===== src/rtl/lcd_pkg.sv =====
// rtl/lcd_pkg.sv - shared timing defaults, state encoding and pin bundle for the LCD scanout reader
package lcd_pkg;

    localparam int CNT_W = 11;
    localparam int RGB_W = 24;

    localparam int DEF_H_SYNC      = 41;
    localparam int DEF_H_BP        = 2;
    localparam int DEF_H_ACTIVE    = 480;
    localparam int DEF_H_FP        = 2;
    localparam int DEF_V_SYNC      = 10;
    localparam int DEF_V_BP        = 2;
    localparam int DEF_V_ACTIVE    = 272;
    localparam int DEF_V_FP        = 4;
    localparam int DEF_START_LEVEL = 8;

    localparam int H_TOTAL = DEF_H_SYNC + DEF_H_BP + DEF_H_ACTIVE + DEF_H_FP;
    localparam int V_TOTAL = DEF_V_SYNC + DEF_V_BP + DEF_V_ACTIVE + DEF_V_FP;

    typedef enum logic [1:0] {
        ST_OFF   = 2'd0,
        ST_PRIME = 2'd1,
        ST_RUN   = 2'd2
    } lcd_state_e;

    // Everything that changes on a pixel tick, registered as one bundle.
    typedef struct packed {
        logic             hsync_n;
        logic             vsync_n;
        logic             den;
        logic [RGB_W-1:0] rgb;
    } lcd_pins_t;

    localparam lcd_pins_t PINS_IDLE = '{hsync_n: 1'b1, vsync_n: 1'b1, den: 1'b0, rgb: 24'd0};

    // Half-open interval test [lo, hi).
    function automatic logic in_range(input logic [CNT_W-1:0] cnt,
                                      input logic [CNT_W-1:0] lo,
                                      input logic [CNT_W-1:0] hi);
        return (cnt >= lo) && (cnt < hi);
    endfunction

endpackage


===== src/rtl/lcd_sync_counter.sv =====
// rtl/lcd_sync_counter.sv - horizontal/vertical pixel counters with region decode for panel timing
module lcd_sync_counter
    import lcd_pkg::*;
#(
    parameter int H_SYNC   = DEF_H_SYNC,
    parameter int H_BP     = DEF_H_BP,
    parameter int H_ACTIVE = DEF_H_ACTIVE,
    parameter int H_FP     = DEF_H_FP,
    parameter int V_SYNC   = DEF_V_SYNC,
    parameter int V_BP     = DEF_V_BP,
    parameter int V_ACTIVE = DEF_V_ACTIVE,
    parameter int V_FP     = DEF_V_FP
) (
    input  logic             clk_lcd,
    input  logic             rst,
    input  logic             tick,
    input  logic             hold,
    output logic [CNT_W-1:0] hCount,
    output logic [CNT_W-1:0] vCount,
    output logic             wrap,
    output logic             inHActive,
    output logic             inVActive,
    output logic             inHSync,
    output logic             inVSync
);

    localparam logic [CNT_W-1:0] H_SYNC_HI = CNT_W'(H_SYNC);
    localparam logic [CNT_W-1:0] H_ACT_LO  = CNT_W'(H_SYNC + H_BP);
    localparam logic [CNT_W-1:0] H_ACT_HI  = CNT_W'(H_SYNC + H_BP + H_ACTIVE);
    localparam logic [CNT_W-1:0] H_LAST    = CNT_W'(H_SYNC + H_BP + H_ACTIVE + H_FP - 1);
    localparam logic [CNT_W-1:0] V_SYNC_HI = CNT_W'(V_SYNC);
    localparam logic [CNT_W-1:0] V_ACT_LO  = CNT_W'(V_SYNC + V_BP);
    localparam logic [CNT_W-1:0] V_ACT_HI  = CNT_W'(V_SYNC + V_BP + V_ACTIVE);
    localparam logic [CNT_W-1:0] V_LAST    = CNT_W'(V_SYNC + V_BP + V_ACTIVE + V_FP - 1);

    logic [CNT_W-1:0] h_cnt_q, h_cnt_d;
    logic [CNT_W-1:0] v_cnt_q, v_cnt_d;
    logic             h_last, v_last;

    assign h_last = (h_cnt_q == H_LAST);
    assign v_last = (v_cnt_q == V_LAST);
    assign wrap   = tick && !hold && h_last && v_last;

    always_comb begin
        h_cnt_d = h_cnt_q;
        v_cnt_d = v_cnt_q;
        if (hold) begin
            h_cnt_d = '0;
            v_cnt_d = '0;
        end else if (tick) begin
            if (h_last) begin
                h_cnt_d = '0;
                v_cnt_d = v_last ? '0 : v_cnt_q + CNT_W'(1);
            end else begin
                h_cnt_d = h_cnt_q + CNT_W'(1);
            end
        end
    end

    always_ff @(posedge clk_lcd or negedge rst) begin
        if (!rst) begin
            h_cnt_q <= '0;
            v_cnt_q <= '0;
        end else begin
            h_cnt_q <= h_cnt_d;
            v_cnt_q <= v_cnt_d;
        end
    end

    assign hCount    = h_cnt_q;
    assign vCount    = v_cnt_q;
    assign inHSync   = (h_cnt_q < H_SYNC_HI);
    assign inVSync   = (v_cnt_q < V_SYNC_HI);
    assign inHActive = in_range(h_cnt_q, H_ACT_LO, H_ACT_HI);
    assign inVActive = in_range(v_cnt_q, V_ACT_LO, V_ACT_HI);

endmodule


===== src/rtl/lcd_scanout_reader.sv =====
// rtl/lcd_scanout_reader.sv - FWFT pixel FIFO reader driving RGB parallel panel timing and data pins
module lcd_scanout_reader
    import lcd_pkg::*;
#(
    parameter int H_SYNC      = DEF_H_SYNC,
    parameter int H_BP        = DEF_H_BP,
    parameter int H_ACTIVE    = DEF_H_ACTIVE,
    parameter int H_FP        = DEF_H_FP,
    parameter int V_SYNC      = DEF_V_SYNC,
    parameter int V_BP        = DEF_V_BP,
    parameter int V_ACTIVE    = DEF_V_ACTIVE,
    parameter int V_FP        = DEF_V_FP,
    parameter int START_LEVEL = DEF_START_LEVEL
) (
    input  logic             clk_lcd,
    input  logic             rst,
    input  logic             enable,
    input  logic             clearUnderflow,
    input  logic             bufferEmpty,
    input  logic [7:0]       bufferSize,
    input  logic [RGB_W-1:0] fifoData,
    output logic             readEn,
    output logic [7:0]       red,
    output logic [7:0]       green,
    output logic [7:0]       blue,
    output logic             dclk,
    output logic             disp,
    output logic             hsync,
    output logic             vsync,
    output logic             den,
    output logic             frameStart,
    output logic             underflow
);

    localparam logic [7:0] START_LVL = 8'(START_LEVEL);

    lcd_state_e       state_q;
    logic             phase_q;
    logic             disp_q;
    logic             frame_start_q;
    logic             underflow_q, underflow_d;
    lcd_pins_t        pins_q, pins_d;

    logic [CNT_W-1:0] h_count, v_count;
    logic             wrap;
    logic             in_h_active, in_v_active, in_h_sync, in_v_sync;
    logic             run, tick, pix_active, at_origin, underflow_set;

    assign run        = (state_q == ST_RUN);
    assign tick       = phase_q;
    assign pix_active = in_h_active && in_v_active;
    assign at_origin  = (h_count == '0) && (v_count == '0);

    lcd_sync_counter #(
        .H_SYNC   (H_SYNC),
        .H_BP     (H_BP),
        .H_ACTIVE (H_ACTIVE),
        .H_FP     (H_FP),
        .V_SYNC   (V_SYNC),
        .V_BP     (V_BP),
        .V_ACTIVE (V_ACTIVE),
        .V_FP     (V_FP)
    ) u_sync_counter (
        .clk_lcd   (clk_lcd),
        .rst       (rst),
        .tick      (tick && run),
        .hold      (!run),
        .hCount    (h_count),
        .vCount    (v_count),
        .wrap      (wrap),
        .inHActive (in_h_active),
        .inVActive (in_v_active),
        .inHSync   (in_h_sync),
        .inVSync   (in_v_sync)
    );

    // FWFT: the head word is valid while non-empty and is consumed on the pop edge.
    assign readEn        = tick && pix_active && !bufferEmpty && run;
    assign underflow_set = tick && pix_active && bufferEmpty && run;

    always_comb begin
        underflow_d = underflow_q;
        if (underflow_set) begin
            underflow_d = 1'b1;
        end else if (clearUnderflow) begin
            underflow_d = 1'b0;
        end
    end

    always_comb begin
        pins_d         = PINS_IDLE;
        pins_d.hsync_n = !in_h_sync;
        pins_d.vsync_n = !in_v_sync;
        pins_d.den     = pix_active;
        pins_d.rgb     = readEn ? fifoData : '0;
    end

    always_ff @(posedge clk_lcd or negedge rst) begin
        if (!rst) begin
            state_q       <= ST_OFF;
            phase_q       <= 1'b0;
            disp_q        <= 1'b0;
            frame_start_q <= 1'b0;
            underflow_q   <= 1'b0;
            pins_q        <= PINS_IDLE;
        end else begin
            underflow_q   <= underflow_d;
            frame_start_q <= 1'b0;
            unique case (state_q)
                ST_OFF: begin
                    phase_q <= 1'b0;
                    pins_q  <= PINS_IDLE;
                    disp_q  <= enable;
                    if (enable) begin
                        state_q <= ST_PRIME;
                    end
                end
                ST_PRIME: begin
                    pins_q <= PINS_IDLE;
                    if (!enable) begin
                        state_q <= ST_OFF;
                        disp_q  <= 1'b0;
                        phase_q <= 1'b0;
                    end else begin
                        phase_q <= ~phase_q;
                        // Enter RUN on a tick edge so every frame starts with dclk low.
                        if (tick && at_origin && (bufferSize >= START_LVL)) begin
                            state_q       <= ST_RUN;
                            frame_start_q <= 1'b1;
                        end
                    end
                end
                ST_RUN: begin
                    phase_q <= ~phase_q;
                    if (tick) begin
                        if (wrap && !enable) begin
                            state_q <= ST_OFF;
                            disp_q  <= 1'b0;
                            phase_q <= 1'b0;
                            pins_q  <= PINS_IDLE;
                        end else begin
                            pins_q        <= pins_d;
                            frame_start_q <= wrap;
                        end
                    end
                end
                default: begin
                    state_q <= ST_OFF;
                    disp_q  <= 1'b0;
                    phase_q <= 1'b0;
                    pins_q  <= PINS_IDLE;
                end
            endcase
        end
    end

    assign red        = pins_q.rgb[23:16];
    assign green      = pins_q.rgb[15:8];
    assign blue       = pins_q.rgb[7:0];
    assign hsync      = pins_q.hsync_n;
    assign vsync      = pins_q.vsync_n;
    assign den        = pins_q.den;
    assign dclk       = phase_q;
    assign disp       = disp_q;
    assign frameStart = frame_start_q;
    assign underflow  = underflow_q;

endmodule

===== config.mk =====
export PLATFORM = sky130hd
export DESIGN_NAME = lcd_scanout_reader
export DESIGN_NICKNAME = d
export VERILOG_FILES = /design/src/rtl/lcd_pkg.sv /design/src/rtl/lcd_sync_counter.sv /design/src/rtl/lcd_scanout_reader.sv
export SDC_FILE = /design/constraint.sdc
export NUM_CORES = 1
export LEC_CHECK = 0
export BUFFER_PORTS_ARGS = -buffer_cell sky130_fd_sc_hd__clkbuf_2
export CAP_MARGIN = 10
export CORE_ASPECT_RATIO = 1.4
export CORE_MARGIN = 2
export CORE_UTILIZATION = 53
export DETAILED_ROUTE_END_ITERATION = 7
export GPL_TIMING_DRIVEN = 0
export PLACE_DENSITY = 0.8
export SYNTH_ARGS = -nofsm -noshare
export SYNTH_HDL_FRONTEND = slang
export SYNTH_SLANG_ARGS = --single-unit

===== constraint.sdc =====
create_clock -name clk_lcd -period 2.86 [get_ports clk_lcd]
set_input_delay 0.572 -clock clk_lcd [delete_from_list [all_inputs] [get_ports clk_lcd]]
set_output_delay 0.572 -clock clk_lcd [all_outputs]
set_load 0.01 [all_outputs]

==> reports/results.ini, run 1 <==
[yosys]
synthCells=270
synth_xor_area_frac=0.03182
yosys.area_share.adder=0.03182
synthDistinctLibCells=47
syn-num-nets=314
synth_edf_count=0
ys_async_sr_fraction=1.000
synthMuxAreaShare=0.007273
synth_seq_cells=55
synth-main-ff-cell=dfrtp_1
seq_area_frac_synth=0.5009
synth.most_common_cell=dfrtp_1
synthTopCellsByArea=dfrtp_1 (48%), a22o_1 (8.3%), ha_1 (3.2%)
synth_warnings=0
synth_top_family_by_area=simple AND/OR/NAND/NOR gates
synth_area_leader_cell=dfrtp_1
synth.top_cell.area_share=0.4818
synth_compound_area_frac=0.1905
synthTopCellsByCount=dfrtp_1 (53), a22o_1 (26), nand2_1 (22), o21ai_0 (17), nor2_1 (16)
syn_avg_cell_area_sq_um=10.19
synthesis.area_sq_mm=0.002753
yosys.area_share.simple=0.1973

[floorplanning]
placementRows=31
die_h_um=89.27
chipWidth_um=64.91
start_util=0.5417
pin_count=69
design.core.area_sq_mm=0.005081
dieArea_sq_mm=0.005794

[timing]
finClkSkew_ns=0.01085
max_freq_mhz=356.2
hold_viol=0
timing.hold.ws_ns=0.2012
fin_crit_sh=0.9817
period_minus_slack_ns=2.808
setup-violations-final=0
setup_slack_ns=0.05225
setup-tns-final_ns=0
slew_violations=0
max_slew.worst_pin.slew_ns=0.5467
relSlewSlack=0.6355

[drt]
drt_iter0_drc=177
totalWireLength_um=6565
vias_per_cell=5.728
routedWlPerCell_um=15.82
antenna_left=0
route.detailed.drc=0
num_vias=2377
dr.pass1.iters=4

[setup_path]
reg2reg_from=state_q[0]
timing.rr.end=u_sync_counter.hCount[9]
cp-end-kind=primary output
start_kind=flip-flop
reg2reg_depth=8
cp.arrival_ns=2.24
worstSetupPathType=reg2out
crit_fanout=8
reg2reg_slack_ns=0.27
crit_required_ns=2.29

[placed_design]
place_area_sq_mm=0.003181
io_buffer_count=65
dp_hpwl_um=4793
gp_congestion=0.9330
dp_cells=402
preCtsSetupSlack_ns=0.01005

[pwr]
finalPower_mw=1.539
powerDensity_mw_per_mm2=459.1
power.leakage_nw=1.583
max-vdd-ir-drop_v=0.0002787

[grt]
grtUsageMet1=0.2940
grt_usage=0.2396
grt_pass1_wl_um=10620
grt_max_degree=39
met3_usage=0.03526
grt_pass1_vias=2347
antenna_found_initial=0
grt_overflow_total=0
top_usage_layer=met2
grt_use_met2=0.4058

[clock_network]
cts_tree=yes
insertion_delay_ns=0.32
numClockSinks=55
htreeDepth=2
clockBufferDepth=2
clkSlewWorstSetupHoldPaths_ns=0.09
clock_tree.root_cell=clkbuf_8
cts_buffers=5

[layout]
n_fill_cell=396
antenna_cells=0
post-route-util=0.6599
area_growth_pct=21.82
drive_gt1_frac=0.2865
fin_cells=415
final_area_sq_mm=0.003353
fin_nets=392

[status]
status=finished clean

[flow_run]
drv_cap=0

[worst_hold_path]
min_path_type=in2async

## metal layers
metal	vias to the layer above	share of wire
li1	1150	-
met1	1148	0.41
met2	70	0.53
met3	9	0.038
met4	0	0.014
met5	-	0
## state kept, by name, indices dropped and copies added, names as in the netlist
register and flops:
state_q 2, underflow 1, den 1, vsync 1, dclk 1, u_sync_counter.vCount 11
blue 8, disp 1, green 8, red 8, frameStart 1, hsync 1
u_sync_counter.hCount 11
## how the worst max path moves through the flow
stage / startpoint / end / slack [ns] / depth (start not counted)
6_report: u_sync_counter.hCount[0] / readEn / 0.05 / 7
5_1_grt: u_sync_counter.hCount[0] / readEn / -0.07 / 7
4_1_cts: u_sync_counter.hCount[1] / readEn / 0.005 / 7
3_5_place_dp: u_sync_counter.hCount[0] / readEn / 0.01 / 7
3_3_place_gp: u_sync_counter.hCount[0] / readEn / 0.03 / 7
2_1_floorplan: u_sync_counter.hCount[7] / readEn / 0.48 / 4
## worst max-delay path, stage by stage, from the launching register on
cell and delay [ns]:
dfrtp_2 0.47, buf_4 0.16, a21oi_2 0.21, nor3b_1 0.09, o41a_1 0.43, nor4_4 0.28, buf_6 0.17, clkbuf_2 0.13
## where the power goes
group	internal, mW	switching [mW]
combinational	0.109	0.160
sequential	0.807	0.0307
clock	0.175	0.258
total	1.09	0.448
## cell type report
| cell class | instances | area, sq um | share of cell area |
|---|---|---|---|
| repair buffers | 73 | 397.9 | 0.1187 |
| flip-flops and latches | 55 | 1383 | 0.4123 |
| clock inverters | 3 | 23.77 | 0.007090 |
| plain buffers | 13 | 66.31 | 0.01978 |
| clock buffers | 5 | 68.82 | 0.02052 |
| multi-input cells | 190 | 1294 | 0.3858 |
| inverters | 10 | 37.54 | 0.01119 |
| well taps | 66 | 82.58 | 0.02463 |
## logic make-up after synthesis
| group | after synthesis |
|---|---|
| XOR/XNOR | 10 |
| AND/OR/NAND/NOR | 98 |
| multiplexers | 2 |
| flip-flops | 55 |
| adder cells (fa/ha/maj) | 7 |
| buffers and inverters | 25 |
| AO/OA/AOI/OAI | 73 |
## repair_timing
| action | 4_1_cts | 5_1_grt |
|---|---|---|
| resized for setup | 6 | 4 |
| endpoints found under the setup margin | 1 | 2 |
| setup buffers | 2 | 5 |
| hold buffers | 0 | 0 |
| pin swaps | 2 | 2 |
## placed cells by master (no fill, tap or decap), types with 3 or more instances in the layout
| cell type | count |
|---|---|
| clkbuf_2 | 65 |
| nand2_1 | 22 |
| nor2b_1 | 3 |
| nor3_1 | 10 |
| nor2_1 | 16 |
| nand3_1 | 8 |
| dfrtp_2 | 3 |
| o31ai_1 | 6 |
| o41ai_1 | 3 |
| xnor2_1 | 5 |
| or3_1 | 3 |
| o21ai_0 | 17 |
| inv_1 | 10 |
| dfrtp_1 | 50 |
| and3_1 | 6 |
| buf_4 | 7 |
| clkbuf_8 | 5 |
| a22o_1 | 26 |
| a21oi_1 | 7 |
| nand4_1 | 9 |
| nor4_1 | 3 |
| ha_1 | 6 |
| clkbuf_1 | 7 |
| and2_1 | 4 |
| xor2_1 | 5 |
No activity file was read; power rests on OpenSTA's default activity.
==> run 2, diff against run 1 <==
--- a/config.mk
+++ b/config.mk
@@ -9,10 +9,9 @@
 export CAP_MARGIN = 10
 export CORE_ASPECT_RATIO = 1.4
 export CORE_MARGIN = 2
-export CORE_UTILIZATION = 53
+export CORE_UTILIZATION = 31
 export DETAILED_ROUTE_END_ITERATION = 7
 export GPL_TIMING_DRIVEN = 0
-export PLACE_DENSITY = 0.8
 export SYNTH_ARGS = -nofsm -noshare
 export SYNTH_HDL_FRONTEND = slang
 export SYNTH_SLANG_ARGS = --single-unit
==> run 2 against run 1 <==
Compared with the run above: clock-buffer cell count did not move; clock power rose by 44%; sequential share of layout area fell by 0.75 points; worst hold slack improved by 0.16 ns; non-clock buffer count fell by 4; combinational power fell by 2%; critical path depth fell by 2; setup slack improved by 0.065 ns; power rose by 12%; via count fell by 0.29%; critical endpoint unchanged; largest power group unchanged.
==> reports/results.ini, run 2 (synthesized netlist as in run 1, its figures left out) <==
[drt]
wl_met3_um=184  ; was 252 um
antenna_left=0  ; unchanged
drt_iter0_drc=144  ; was 177
highest_layer=met4  ; unchanged
routedWlPerCell_um=15.37  ; was 15.82 um
drt-met1-wl_um=2873  ; was 2707 um
num_vias=2370  ; was 2377
dr.pass1.iters=4  ; unchanged
vias_per_cell=5.267  ; was 5.728
totalWireLength_um=6916  ; was 6565 um
route.detailed.drc=0  ; unchanged
met2RoutedLength_um=3655  ; was 3511 um

[setup_path]
crit_required_ns=2.29  ; about the same
crit_start=u_sync_counter.hCount[7]  ; was u_sync_counter.hCount[0]
path_cells=or3_4 > o41a_1 > nor4_4 > buf_6 > clkbuf_2  ; was buf_4 > a21oi_2 > nor3b_1 > o41a_1 > nor4_4 > buf_6 > clkbuf_2
start_kind=flip-flop  ; unchanged
cp-end-kind=primary output  ; unchanged
critical_path.top_delay_family=simple AND/OR/NAND/NOR gates  ; was compound AO/OA/AOI/OAI gates
crit_slowest_cell=dfrtp_2  ; unchanged
reg2reg_depth=7  ; was 8
cpPeakStageDelay_ns=0.45  ; was 0.47 ns
worstSetupPathType=reg2out  ; unchanged
path_buf_inv=2  ; was 3
reg2reg_slack_ns=0.35  ; was 0.27 ns
cp.arrival_ns=2.17  ; was 2.24 ns
crit_fanout=8  ; unchanged
timing.rr.end=red[2]  ; was u_sync_counter.hCount[9]
reg2reg_from=state_q[0]  ; unchanged

[layout]
antenna_cells=0  ; unchanged
post-route-util=0.3971  ; was 0.6599
fin_nets=388  ; was 392
n_fill_cell=883  ; was 396
drive_gt1_frac=0.2812  ; was 0.2865
area_growth_pct=24.18  ; was 21.82%
fin_cells=450  ; was 415
final_common_cell=clkbuf_2  ; unchanged
multi_input_area_sq_mm=0.001294  ; unchanged
seqCellArea_sq_mm=0.001384  ; was 0.001383 sq mm
final_cell_mix=clkbuf_2 (64), dfrtp_1 (49), a22o_1 (26)  ; was clkbuf_2 (65), dfrtp_1 (50), a22o_1 (26)

[placed_design]
dp_cells=440  ; was 402
preCtsSetupSlack_ns=0.002842  ; was 0.01005 ns
io_buffer_count=65  ; unchanged
dp_hpwl_um=5078  ; was 4793 um
gp_congestion=0.8477  ; was 0.9330

[timing]
max_freq_mhz=364.6  ; was 356.2 MHz
hold_viol=0  ; unchanged
setup-violations-final=0  ; unchanged
rsz0062_at_grt=false
slew_violations=0  ; unchanged
setup-tns-final_ns=0  ; unchanged
relSlewSlack=0.4887  ; was 0.6355
finClkSkew_ns=0.005532  ; was 0.01085 ns
period_minus_slack_ns=2.743  ; was 2.808 ns
setup_slack_ns=0.1169  ; was 0.05225 ns
fin_crit_sh=0.9591  ; was 0.9817
max_slew.worst_pin.slew_ns=0.7670  ; was 0.5467 ns

[pwr]
max-vdd-ir-drop_v=0.0002651  ; was 0.0002787 V
finalPower_mw=1.722  ; was 1.539 mW
powerDensity_mw_per_mm2=503.6  ; was 459.1 mW/mm^2
power.leakage_nw=1.591  ; was 1.583 nW

[floorplanning]
start_util=0.3198  ; was 0.5417
die_h_um=115.5  ; was 89.27 um
pin_count=69  ; unchanged
design.core.area_sq_mm=0.008608  ; was 0.005081 sq mm
placementRows=40  ; was 31
chipWidth_um=83.64  ; was 64.91 um
dieArea_sq_mm=0.009660  ; was 0.005794 sq mm

[grt]
grt_pass1_wl_um=11220  ; was 10620 um
antenna_found_initial=0  ; unchanged
grt_pass1_vias=2338  ; was 2347
grt_overflow_total=0  ; unchanged
grt_max_degree=56  ; was 39
grt_usage=0.1447  ; was 0.2396

[clock_network]
clkSlewWorstSetupHoldPaths_ns=0.07  ; was 0.09 ns
numClockSinks=55  ; unchanged
holdBufCountCts=0  ; unchanged
clockBufferDepth=2  ; unchanged
htreeDepth=2  ; unchanged
cts_tree=yes  ; unchanged
clock_tree.root_cell=clkbuf_16  ; was clkbuf_8
insertion_delay_ns=0.30  ; was 0.32 ns
cts_buffers=5  ; unchanged

[flow_run]
drv_cap=0  ; unchanged

[worst_hold_path]
min_path_type=in2async  ; unchanged

[status]
status=finished clean  ; unchanged

run 2: where the power goes:
part	switching [mW]	total, mW	internal, mW
Clock	0.293	0.622	0.328
Sequential	0.0287	0.836	0.807
Combinational	0.159	0.264	0.105
run 2: worst max-delay path by stage:
stage,end,cells after the start
global placement,readEn,7
floorplan,readEn,4
CTS,readEn,7
finish,readEn,5
global route,readEn,7
detailed placement,readEn,7
run 2: area by class of cell:
cell class	count	share of cell area
inverters	10	0.01098
flip-flops and latches	55	0.4048
multi-input cells	190	0.3785
repair buffers	69	0.1047
clock buffers	5	0.03660
clock inverters	3	0.006589
plain buffers	13	0.01940
well taps	105	0.03843
run 2: per-stage QoR:
stage                     hold slack, ns  area (sq um)
final                             0.3635          3418
after detailed placement          0.4772          3212
after global routing              0.4218          3418
after CTS                         0.4019          3396
after floorplan                   0.2764          2753
after global placement            0.4790          3209
run 2: routing by layer:
metal / vias to the layer above / GRT usage
met5: - / 0
met4: 0 / 0.07634
met3: 14 / 0.03063
met2: 34 / 0.2512
met1: 1174 / 0.1686
li1: 1148 / -
run 2: worst reg2reg max path, delay by kind of cell, from the launching register on:
kind / cells / cell delay, ns
simple gates: 1 / 0.26
buf+inv: 4 / 1.33
compound gates: 1 / 0.21
flops: 1 / 0.41
fa+ha+maj: 1 / 0.25
run 2: what timing repair did:
item | CTS | global route
setup endpoints to repair | 1 | 1
setup buffers | 1 | 3
gates resized for setup | 9 | 1
pin swaps | 2 | 1
==> run 3, diff against run 2 <==
--- a/config.mk
+++ b/config.mk
@@ -12,6 +12,7 @@
 export CORE_UTILIZATION = 31
 export DETAILED_ROUTE_END_ITERATION = 7
 export GPL_TIMING_DRIVEN = 0
+export SETUP_SLACK_MARGIN = 0.3
 export SYNTH_ARGS = -nofsm -noshare
 export SYNTH_HDL_FRONTEND = slang
 export SYNTH_SLANG_ARGS = --single-unit
==> constraint.sdc (replaced) <==
create_clock -name clk_lcd -period 3.4 [get_ports clk_lcd]
set_input_delay 0.68 -clock clk_lcd [delete_from_list [all_inputs] [get_ports clk_lcd]]
set_output_delay 0.68 -clock clk_lcd [all_outputs]
set_load 0.01 [all_outputs]
==> run 3 against run 2 <==
Compared with the run above: wire length rose by 0.49%; sequential share of layout area rose by 0.16 points; final cell count fell by 0.22%; register-to-register slack improved by 0.56 ns; via count barely moved; critical endpoint unchanged.
==> reports/results.ini, run 3 (synthesized netlist as in run 1, its figures left out) <==
[drt]
routedWlPerCell_um=15.48  ; was 15.37 um
dr.pass1.iters=4  ; unchanged
drt_iter0_drc=170  ; was 144
vias_per_cell=5.274  ; was 5.267
route.detailed.drc=0  ; unchanged
totalWireLength_um=6950  ; was 6916 um
num_vias=2368  ; was 2370
antenna_left=0  ; unchanged

[placed_design]
io_buffer_count=65  ; unchanged
dp_hpwl_um=5078  ; unchanged
dp_cells=440  ; unchanged
gp_congestion=0.8477  ; unchanged

[timing]
setup-tns-final_ns=0  ; unchanged
finClkSkew_ns=0.003200  ; was 0.005532 ns
slew_violations=0  ; unchanged
fin_crit_sh=0.8670
hold_viol=0  ; unchanged
setup-violations-final=0  ; unchanged
rsz0062_at_grt=false  ; unchanged
max_freq_mhz=339.2
relSlewSlack=0.4865  ; was 0.4887
max_slew.worst_pin.slew_ns=0.7702  ; was 0.7670 ns
period_minus_slack_ns=2.948

[setup_path]
crit_fanout=10  ; was 8
cp-end-kind=primary output  ; unchanged
reg2reg_from=state_q[0]  ; unchanged
reg2reg_depth=7  ; unchanged
reg2reg_slack_ns=0.91  ; was 0.35 ns
timing.rr.end=red[2]  ; unchanged
worstSetupPathType=reg2out  ; unchanged
cp.arrival_ns=2.27  ; was 2.17 ns
crit_required_ns=2.72  ; was 2.29 ns
start_kind=flip-flop  ; unchanged

[layout]
seqCellArea_sq_mm=0.001381  ; was 0.001384 sq mm
fin_cells=449  ; was 450
area_growth_pct=23.45  ; was 24.18%
fin_nets=387  ; was 388
antenna_cells=0  ; unchanged
multi_input_area_sq_mm=0.001290  ; was 0.001294 sq mm
final_cell_mix=clkbuf_2 (65), dfrtp_1 (51), a22o_1 (26)  ; was clkbuf_2 (64), dfrtp_1 (49), a22o_1 (26)
final_common_cell=clkbuf_2  ; unchanged
drive_gt1_frac=0.2674  ; was 0.2812
n_fill_cell=885  ; was 883

[grt]
grt_pass1_wl_um=11190  ; was 11220 um
grt_usage=0.1445  ; was 0.1447
grt_overflow_total=0  ; unchanged
grt_max_degree=56  ; unchanged
grt_pass1_vias=2315  ; was 2338
antenna_found_initial=0  ; unchanged

[clock_network]
clock_tree.root_cell=clkbuf_16  ; unchanged
holdBufCountCts=0  ; unchanged
clockBufferDepth=2  ; unchanged
cts_tree=yes  ; unchanged
numClockSinks=55  ; unchanged
insertion_delay_ns=0.30  ; about the same
cts_buffers=5  ; unchanged
clkSlewWorstSetupHoldPaths_ns=0.07  ; about the same
htreeDepth=2  ; unchanged

[pwr]
powerDensity_mw_per_mm2=427.6  ; was 503.6 mW/mm^2
internal-power_mw=1.044  ; was 1.241 mW
max-vdd-ir-drop_v=0.0002250  ; was 0.0002651 V
finalPower_mw=1.453  ; was 1.722 mW
p_comb_frac=0.153  ; about the same
p_seq_frac=0.484  ; was 0.485
net-switching-power_mw=0.4096  ; was 0.4810 mW
p_clk_frac=0.364  ; was 0.361
power.leakage_nw=1.583  ; was 1.591 nW
sw_frac_of_total=0.2819  ; was 0.2794

[floorplanning]
pin_count=69  ; unchanged
start_util=0.3198  ; unchanged
die_h_um=115.5  ; unchanged
placementRows=40  ; unchanged
dieArea_sq_mm=0.009660  ; unchanged
chipWidth_um=83.64  ; unchanged
design.core.area_sq_mm=0.008608  ; unchanged

[worst_hold_path]
min_path_type=in2async  ; unchanged

[flow_run]
drv_cap=0  ; unchanged

[status]
status=finished clean  ; unchanged

-- run 3: cell types whose count changed in the layout (fill, tap and decap cells not counted) --
| cell | delta |
|---|---|
| a21oi_2 | -1 |
| clkbuf_1 | +1 |
| clkbuf_2 | +1 |
| dfrtp_1 | +2 |
| buf_4 | -3 |
| dfrtp_2 | -2 |
| a21oi_1 | +1 |
-- run 3: area by class of cell --
cell class / instances / area share
flip-flops and latches: 55 / 0.4065
plain buffers: 15 / 0.02209
well taps: 105 / 0.03866
clock inverters: 3 / 0.006627
inverters: 10 / 0.01105
multi-input cells: 190 / 0.3796
repair buffers: 66 / 0.09867
clock buffers: 5 / 0.03682
-- run 3: per-layer routing --
metal,vias up,track usage,wire length (um)
met1,1175,0.1699,2871
met3,13,0.03063,215
met5,-,0,0
met2,37,0.2501,3660
met4,0,0.07419,203
li1,1143,-,-
-- run 3: power groups by stage --
| stage | clock network [mW] | logic [mW] | registers [mW] |
|---|---|---|---|
| after floorplan | 0 | 0.133 | 0.717 |
| after global placement | 0 | 0.219 | 0.715 |
| after detailed placement | 0 | 0.224 | 0.715 |
| after CTS | 0.539 | 0.225 | 0.703 |
| after global routing | 0.568 | 0.252 | 0.708 |
| final | 0.528 | 0.222 | 0.703 |
-- run 3: critical path: stages, from the launching register on --
cell,delay [ns]
dfrtp_1,0.46
or2_2,0.36
a2111oi_4,0.31
o22ai_2,0.17
nor4_4,0.35
buf_6,0.18
clkbuf_2,0.13
-- run 3: stage by stage --
step                cell area, sq um  worst slack [ns]  hold WS (ns)  utilization
finish                          3398            0.4520        0.4716       0.3948
global route                    3398            0.3478        0.5212       0.3948
CTS                             3381            0.3453        0.5046       0.3927
detailed placement              3212            0.4348        0.4772       0.3731
global placement                3209            0.3549        0.4790       0.3728
floorplan                       2753            0.9093        0.3844            -
-- run 3: how the worst max path moves through the flow --
| stage | start | end | slack [ns] |
|---|---|---|---|
| after global routing | u_sync_counter.hCount[7] | readEn | 0.35 |
| final | u_sync_counter.hCount[7] | readEn | 0.45 |
| after detailed placement | u_sync_counter.hCount[0] | readEn | 0.43 |
| after global placement | u_sync_counter.hCount[0] | readEn | 0.35 |
| after CTS | u_sync_counter.hCount[3] | readEn | 0.35 |
| after floorplan | u_sync_counter.hCount[7] | readEn | 0.91 |
-- run 3: what timing repair did --
item                                    CTS  global route
pin swaps                                 2             0
resized for setup                         4             5
endpoints found under the setup margin    1             1
buffers inserted                          1             0
